## src/rtl/ex_stage.sv

```systemverilog
// Execute stage: ALU, NZCV flag register, conditional jump resolution and a
// 32-step shift-add multiplier that stalls upstream, all feeding the EX/MEM register.
module ex_stage (
    input  logic        clk,
    input  logic        rst,
    input  logic [4:0]  rd_addr_i,
    input  logic        ram_en_i,
    input  logic        ram_rw_i,
    input  logic        J_i,
    input  logic [3:0]  flag_t_i,
    input  logic [3:0]  oprt_i,
    input  logic        wen_i,
    input  logic [31:0] op1_i,
    input  logic [31:0] op2_i,
    input  logic [31:0] ram_ind_i,
    output logic        stall_o,
    output logic [4:0]  rd_addr_o,
    output logic        wen_o,
    output logic        ram_en_o,
    output logic        ram_rw_o,
    output logic [31:0] result_o,
    output logic [31:0] store_data_o,
    output logic        br_taken_o,
    output logic [31:0] br_target_o,
    output logic [3:0]  flags_o
);

    localparam int unsigned XLEN       = 32;
    localparam int unsigned MUL_CYCLES = 32;
    localparam int unsigned CNT_W      = $clog2(MUL_CYCLES);

    localparam logic [3:0] OP_ADD = 4'd0;
    localparam logic [3:0] OP_SUB = 4'd1;
    localparam logic [3:0] OP_AND = 4'd2;
    localparam logic [3:0] OP_OR  = 4'd3;
    localparam logic [3:0] OP_XOR = 4'd4;
    localparam logic [3:0] OP_SLL = 4'd5;
    localparam logic [3:0] OP_SRL = 4'd6;
    localparam logic [3:0] OP_SRA = 4'd7;
    localparam logic [3:0] OP_MUL = 4'd8;
    localparam logic [3:0] OP_SLT = 4'd9;
    localparam logic [3:0] OP_MOV = 4'd10;
    localparam logic [3:0] OP_CMP = 4'd11;

    typedef enum logic {IDLE, RUN} state_t;

    state_t            state_q, state_d;
    logic [CNT_W-1:0]  count_q, count_d;
    logic [XLEN-1:0]   mcand_q, mcand_d;
    logic [XLEN-1:0]   mplier_q, mplier_d;
    logic [XLEN-1:0]   acc_q, acc_d;

    logic [4:0]        rd_addr_d;
    logic              wen_d, ram_en_d, ram_rw_d, br_taken_d;
    logic [XLEN-1:0]   result_d, store_data_d, br_target_d;
    logic [3:0]        flags_d;

    logic [XLEN:0]     sum;
    logic [XLEN-1:0]   diff;
    logic [XLEN-1:0]   alu_res;
    logic [XLEN-1:0]   flag_res;
    logic              flag_c, flag_v, flag_upd;
    logic              cond_ok;
    logic [XLEN-1:0]   mul_step;

    // Single-cycle ALU and flag candidates
    always_comb begin
        sum  = (XLEN+1)'(op1_i) + (XLEN+1)'(op2_i);
        diff = op1_i - op2_i;
        case (oprt_i)
            OP_ADD:  alu_res = sum[XLEN-1:0];
            OP_SUB:  alu_res = diff;
            OP_AND:  alu_res = op1_i & op2_i;
            OP_OR:   alu_res = op1_i | op2_i;
            OP_XOR:  alu_res = op1_i ^ op2_i;
            OP_SLL:  alu_res = op1_i << op2_i[4:0];
            OP_SRL:  alu_res = op1_i >> op2_i[4:0];
            OP_SRA:  alu_res = XLEN'($signed(op1_i) >>> op2_i[4:0]);
            OP_SLT:  alu_res = {{(XLEN-1){1'b0}}, $signed(op1_i) < $signed(op2_i)};
            OP_MOV:  alu_res = op2_i;
            default: alu_res = '0;
        endcase

        if (oprt_i == OP_ADD) begin
            flag_res = sum[XLEN-1:0];
            flag_c   = sum[XLEN];
            flag_v   = (op1_i[XLEN-1] == op2_i[XLEN-1]) && (sum[XLEN-1] != op1_i[XLEN-1]);
        end else begin
            flag_res = diff;
            flag_c   = (op1_i >= op2_i);
            flag_v   = (op1_i[XLEN-1] != op2_i[XLEN-1]) && (diff[XLEN-1] != op1_i[XLEN-1]);
        end
        flag_upd = (((oprt_i == OP_ADD) || (oprt_i == OP_SUB)) && wen_i) || (oprt_i == OP_CMP);
    end

    // Jump condition against the flags held before this instruction updates them
    always_comb begin
        case (flag_t_i)
            4'd0:    cond_ok = 1'b1;
            4'd1:    cond_ok = flags_o[2];
            4'd2:    cond_ok = !flags_o[2];
            4'd3:    cond_ok = flags_o[3] ^ flags_o[0];
            4'd4:    cond_ok = !(flags_o[3] ^ flags_o[0]);
            4'd5:    cond_ok = flags_o[1];
            4'd6:    cond_ok = !flags_o[1];
            4'd7:    cond_ok = flags_o[3];
            4'd8:    cond_ok = !flags_o[3];
            default: cond_ok = 1'b0;
        endcase
    end

    assign mul_step = mplier_q[0] ? mcand_q : '0;

    // Next-state and EX/MEM next values; sync reset folded in here
    always_comb begin
        state_d      = state_q;
        count_d      = count_q;
        mcand_d      = mcand_q;
        mplier_d     = mplier_q;
        acc_d        = acc_q;
        flags_d      = flags_o;
        stall_o      = 1'b0;
        rd_addr_d    = '0;
        wen_d        = 1'b0;
        ram_en_d     = 1'b0;
        ram_rw_d     = 1'b0;
        result_d     = '0;
        store_data_d = '0;
        br_taken_d   = 1'b0;
        br_target_d  = '0;

        if (!rst) begin
            state_d  = IDLE;
            count_d  = '0;
            mcand_d  = '0;
            mplier_d = '0;
            acc_d    = '0;
            flags_d  = '0;
        end else begin
            case (state_q)
                IDLE: begin
                    if (oprt_i == OP_MUL) begin
                        stall_o  = 1'b1;
                        mcand_d  = op1_i;
                        mplier_d = op2_i;
                        acc_d    = '0;
                        count_d  = '0;
                        state_d  = RUN;
                    end else begin
                        rd_addr_d    = rd_addr_i;
                        wen_d        = wen_i && (oprt_i != OP_CMP);
                        ram_en_d     = ram_en_i;
                        ram_rw_d     = ram_rw_i;
                        result_d     = alu_res;
                        store_data_d = ram_ind_i;
                        br_taken_d   = J_i && cond_ok;
                        br_target_d  = (J_i && cond_ok) ? ram_ind_i : '0;
                        if (flag_upd) begin
                            flags_d = {flag_res[XLEN-1], flag_res == '0, flag_c, flag_v};
                        end
                    end
                end
                RUN: begin
                    if (count_q != CNT_W'(MUL_CYCLES - 1)) begin
                        stall_o  = 1'b1;
                        acc_d    = acc_q + mul_step;
                        mcand_d  = mcand_q << 1;
                        mplier_d = mplier_q >> 1;
                        count_d  = count_q + CNT_W'(1);
                    end else begin
                        // Last partial product goes straight into the output register
                        result_d     = acc_q + mul_step;
                        rd_addr_d    = rd_addr_i;
                        wen_d        = wen_i;
                        ram_rw_d     = ram_rw_i;
                        store_data_d = ram_ind_i;
                        count_d      = '0;
                        state_d      = IDLE;
                    end
                end
                default: state_d = IDLE;
            endcase
        end
    end

    always_ff @(posedge clk) begin
        state_q      <= state_d;
        count_q      <= count_d;
        mcand_q      <= mcand_d;
        mplier_q     <= mplier_d;
        acc_q        <= acc_d;
        flags_o      <= flags_d;
        rd_addr_o    <= rd_addr_d;
        wen_o        <= wen_d;
        ram_en_o     <= ram_en_d;
        ram_rw_o     <= ram_rw_d;
        result_o     <= result_d;
        store_data_o <= store_data_d;
        br_taken_o   <= br_taken_d;
        br_target_o  <= br_target_d;
    end

endmodule

```

## config.mk

```make
export PLATFORM = sky130hd
export DESIGN_NAME = ex_stage
export DESIGN_NICKNAME = d
export VERILOG_FILES = /design/src/rtl/ex_stage.sv
export SDC_FILE = /design/constraint.sdc
export NUM_CORES = 1
export LEC_CHECK = 0
export ABC_AREA = 1
export CELL_PAD_IN_SITES_DETAIL_PLACEMENT = 0
export CELL_PAD_IN_SITES_GLOBAL_PLACEMENT = 1
export CORE_ASPECT_RATIO = 2
export CORE_MARGIN = 2
export CORE_UTILIZATION = 36
export DETAILED_ROUTE_END_ITERATION = 6
export GPL_TIMING_DRIVEN = 0
export PLACE_DENSITY_LB_ADDON = 0.1
export SLEW_MARGIN = 0
export SYNTH_ARGS = -nofsm -noshare
export SYNTH_HDL_FRONTEND = slang
export SYNTH_SLANG_ARGS = --single-unit
```

## constraint.sdc

```tcl
create_clock -name clk -period 3.17 [get_ports clk]
set_clock_uncertainty 0.05 [all_clocks]
set_input_delay 0.634 -clock clk [delete_from_list [all_inputs] [get_ports clk]]
set_output_delay 0.634 -clock clk [all_outputs]
set_load 0.1 [all_outputs]
```

## Word-level counts from Yosys, hierarchy flattened

Cells that the tools add are included.

| word-level totals | value |
|---|---|
| bits in registers | 211 |
| output and inout port bits | 110 |
| word-level logic and storage cells | 113 |

| operators by class | value |
|---|---|
| add/subtract/negate cells | 4 |
| order comparisons | 2 |
| equal/unequal tests | 27 |
| shift operators | 3 |
| multiplexer cells | 37 |
| bitwise operators | 8 |
| reductions and logical operators | 18 |

Operator list:

| cell | count |
|---|---|
| $mux W32 | 12 |
| $pmux W32 S10 | 1 |
| $pmux W32 S2 | 5 |
| $add A32 B32 Y33 | 1 |
| $add A32 B32 Y32 | 1 |
| $and A32 B32 Y32 | 1 |
| $eq A4 B3 Y1 const B | 8 |
| $ge A32 B32 Y1 | 1 |
| $logic_not A32 Y1 | 1 |
| $lt A32 B32 Y1 | 1 |
| $or A32 B32 Y32 | 1 |
| $shl A32 B5 Y32 | 1 |
| $shr A32 B5 Y32 | 1 |
| $sshr A32 B5 Y32 | 1 |
| $sub A32 B32 Y32 | 1 |
| $xor A32 B32 Y32 | 1 |
| $eq A4 B4 Y1 const B | 5 |
| $mux W5 | 4 |
| $pmux W5 S2 | 2 |
| $eq A4 B2 Y1 const B | 4 |
| $mux W1 | 9 |
| $pmux W1 S9 | 1 |
| $eq A4 B1 Y1 const B | 2 |
| $logic_not A4 Y1 | 2 |
| other kinds (17) | 32 |

## Logic depth before layout (Yosys ltp)

| logic depth | value |
|---|---|
| word-level depth | 6 |
| mapped depth | 23 |
| depth with buffers taken out | 20 |

## Least setup slack after synthesis

No wires, ideal clock.

| timing path | value |
|---|---|
| path kind | input to register |
| from | input oprt_i[3] |
| to | register mcand_q[30] |
| arrival time | 3.271 ns |
| path slack | -0.226 ns |
| stages on the path | 12 |
| path through | inv_1 -> nor2_1 -> inv_2 -> nor3_2 -> nor2_1 -> nor2_2 -> inv_2 -> nor2_1 -> inv_1 -> clkbuf_1 -> buf_2 -> o22ai_1 |

| between the ends | value |
|---|---|
| cells in the longest elaborated chain, start to end | 3 |

Ends and longest elaborated chain:

| element | RTL line | RTL |
|---|---|---|
| from (decl) | 11 | `input logic [3:0] oprt_i,` |
| $eq A4 B4 Y1 | 142 | `if (oprt_i == OP_MUL) begin` |
| $ne A2 B2 Y1 (no line) | n/a |  |
| $reduce_and A2 Y1 (no line) | n/a |  |
| to (signal assigned) | 189 | `mcand_q <= mcand_d;` |
| to (decl) | 49 | `logic [XLEN-1:0] mcand_q, mcand_d;` |

Every way passes these cells.
A chain may end at the register's enable or synchronous reset.

## Worst setup path after layout

| timing path | value |
|---|---|
| from | input op2_i[0] |
| to | register result_o[6] |

| between the ends | value |
|---|---|
| cells in the longest elaborated chain, start to end | 4 |

Ends and longest elaborated chain:

| element | RTL line | RTL |
|---|---|---|
| from (decl) | 14 | `input logic [31:0] op2_i,` |
| $sub A32 B32 Y32, or another cell as far along | 69 | `diff = op1_i - op2_i;` |
| $pmux W32 S10 (*) | 70 | `case (oprt_i)` |
| $mux W32 (*) | 142 |  |
| $pmux W32 S2 (*) | 140 | `case (state_q)` |
| to (signal assigned) | 197 | `result_o <= result_d;` |
| to (decl) | 21 | `output logic [31:0] result_o,` |

Mark *: on every way between the ends. The rest lies on a longest branch, timed or not.

==> qor.yml <==
synthesis:
  synthCells: 3386
  synth.avg_cell_area_um2: 5.74
  synthesis.area_mm2: 0.0194
  ys_seq_area_share_pct: 21.7
  yosys_warnings: 0
  synth_seq_cells: 211
  synth.net_count: 3635
  synth_cell_types: 54
power_and_ir_drop:
  p_leak_nw: 12.1
  vdd_drop_max_v: 0.000312
  power.total_mw: 8.94
  power.density_mw_per_mm2: 362
routing:
  postRouteAntennaNets: 0
  num_vias: 25615
  drt_wl_total_um: 128000
  via_per_inst: 5.89
  wl_per_cell_um: 29.5
  drt_first_iter_violations: 2727
  drc: 0
  drtPass1Iterations: 6
final_layout:
  stdcell_area_mm2: 0.0247
  utilization_pct: 46.3
  final_nets: 3916
  layout-drive-gt1-share_pct: 11.9
  fin_cells: 4352
  syn_to_final_growth_pct: 27.2
  multi_input_comb_area_mm2: 0.0137
  fillers: 5742
  ff_latch_area_mm2: 0.00423
timing:
  timing.final.ws_setup_ns: -0.146
  worst_pin_slew_ns: 1.31
  rsz0062_at_grt: "true"
  tns_ns: -0.825
  holdWs_ns: 0.421
  fmax_mhz: 302
  maxSlewViolCount: 0
  hold_violations: 0
  setup_violations: 16
  slew_headroom_pct: 12.4
  timing.final.crit_period_ns: 3.32
  post-route-period-util_pct: 105
worst_setup_path:
  path_class: "in -> reg"
  worstSetupStartpointType: "primary input"
  slowest_delay_ns: 0.47
  crit_chain: "dlygate4sd2_1 > buf_6 > buf_6 > buf_6 > o21a_1 > nand2_1 > o21ai_1 > nand2_1 > o21ai_0 > o21ai_0 > nand2_1 > a21oi_1 > o21ai_0 > a21oi_1"
  path_max_fanout: 10
  worstPathArrival_ns: 3.64
  crit_required_ns: 3.50
  end_kind: "flop"
  rr_worst_depth: 12
  cp_slowest_cell: "o21ai_0"
die:
  rows: 120
  core-area_mm2: 0.0535
  die_height_um: 333
  dieArea_mm2: 0.0560
  initial_utilization_pct: 36.4
  fp.dieW_um: 168
  boundaryPins: 225
clock_network:
  cts_tree: "yes"
  clock-root-buffer: "clkbuf_16"
  clk_pin_slew_ns: 0.07
  numCtsBuffers: 18
  clkLatencyLatePin_ns: 0.56
  ctsLongestPathBuffers: 3
  h-tree-depth: 1
  clock-sinks: 211
placement:
  hpwlAfterDp_um: 104000
  dpl_cell_area_mm2: 0.0225
  dp_slack_ns: -3.01
  port_buffers: 224
  place_inst: 4281
  place.gp.congestion: 1.17
run_status:
  status: "finished, violations left"
  violations: "setup timing"
global_route:
  grt-ovfl-total: 0
  grt_pass1_wl_um: 177000
  grt_max_degree: 18
  grt_usage_pct: 44.7
  grt_pass1_vias: 25568
  grt_antenna_before_repair: 4
job:
  maxCapViolCount: 0
min_path:
  hold_path_class: "reg -> reg"
  hold_depth: 2
flip-flops by register name, summed over array words and instances, names as in the netlist:
signal and cells:
acc_q 32, br_taken_o 1, br_target_o 32, count_q 5, flags_o 4, mcand_q 32, mplier_q 32, ram_en_o 1
ram_rw_o 1, rd_addr_o 5, result_o 32, state_q 1, store_data_o 32, wen_o 1
logic make-up after synthesis:
| family | Yosys count | share of synthesized area, % |
|---|---|---|
| AOI/OAI and AO/OA | 688 | 19.6 |
| xor gates and xnor gates | 28 | 1.26 |
| muxes | 13 | 0.669 |
| adders and majority gates | 134 | 8.74 |
| and+or+nand+nor | 1667 | 34.9 |
| DFF | 211 | 21.7 |
| buffers and inverters | 645 | 13.1 |
critical path: cells and delay by family:
family	cells	cell delay, ns
buf+inv	4	0.90
compound gates	7	1.72
simple gates	3	0.36
worst paths after layout:
check                   start           end  slack [ns]
setup reg to reg  mplier_q[0]  result_o[30]       -0.09
hold reg to reg      acc_q[4]      acc_q[4]        0.42
hold / removal       acc_q[4]      acc_q[4]        0.42
setup / recovery     op2_i[0]   result_o[6]       -0.15
cells in the final DEF (no fill, tap or decap), types with 14 or more instances in the layout:
master	count
a21oi_1	168
a21oi_2	23
buf_2	21
buf_4	54
buf_6	19
clkbuf_1	58
clkbuf_16	21
clkbuf_2	35
clkdlybuf4s50_1	175
dfxtp_1	210
ha_1	121
inv_1	446
inv_2	29
nand2_1	1029
nand2_2	38
nand3_1	210
nand4_1	30
nor2_1	206
nor2_2	35
nor2_4	33
nor3_1	21
o211ai_1	19
o21ai_0	266
o21ai_1	41
o21ai_2	14
o22ai_1	69
xor2_1	18
synthesized netlist by cell type (all sizes together):
library cell | n | share of area, %
nand2 | 1076 | 21
inv | 483 | 9.3
o21ai | 323 | 8.3
nor2 | 274 | 5.5
nand3 | 226 | 5.8
dfxtp | 211 | 22
a21oi | 196 | 5.1
ha | 131 | 8.4
clkbuf | 85 | 1.7
buf | 73 | 2.0
o22ai | 71 | 2.3
nor3 | 32 | 0.85
nand4 | 30 | 0.96
xor2 | 20 | 0.90
o211ai | 19 | 0.73
mux2i | 13 | 0.67
a221oi | 12 | 0.54
o21a | 12 | 0.46
o21bai | 11 | 0.42
a31oi | 10 | 0.32
or2 | 9 | 0.29
nand3b | 8 | 0.31
xnor2 | 8 | 0.36
a21o | 6 | 0.23
and2 | 6 | 0.19
a32o | 5 | 0.26
o221ai | 5 | 0.23
a2111oi | 4 | 0.18
a211oi | 4 | 0.15
clkinv | 4 | 0.077
nor4 | 4 | 0.13
o2111ai | 4 | 0.18
fa | 3 | 0.31
a21boi | 2 | 0.077
a311oi | 1 | 0.045
a41oi | 1 | 0.045
and3 | 1 | 0.032
nor3b | 1 | 0.039
o2bb2ai | 1 | 0.045
o32ai | 1 | 0.045
cell type report:
class,instances,area share [%]
inverters,487,7.51
repair buffers,264,10.2
flip-flops and latches,211,17.1
well taps,671,3.39
multi-input cells,2530,55.6
diodes,5,0.0506
clock buffers,20,1.94
clock inverters,9,0.339
plain buffers,155,3.94
report_power, final:
| part | switching, mW | total, mW | internal (mW) |
|---|---|---|---|
| sequential | 0.0467 | 2.81 | 2.77 |
| clock | 1.12 | 2.31 | 1.18 |
| combinational | 2.83 | 3.82 | 0.991 |
| total | 4.00 | 8.94 | 4.94 |
per-layer routing:
metal  share of wire, %  track usage (%)  up-vias  routed length [µm]
li1                   -                -    11471                   -
met1                 29             39.3    11815               37900
met2                 49             78.8     1613               62500
met3                6.7             7.60      716                8570
met4                 15             53.4        0               19400
met5                  0                0        -                   0
what timing repair did:
| item | CTS | global route |
|---|---|---|
| gates resized for setup | 358 | 240 |
| pin swaps | 16 | 22 |
| setup buffers | 13 | 27 |
| setup endpoints to repair | 167 | 56 |
| hold buffers | 0 | 0 |
(Power assumes the default switching activity.)
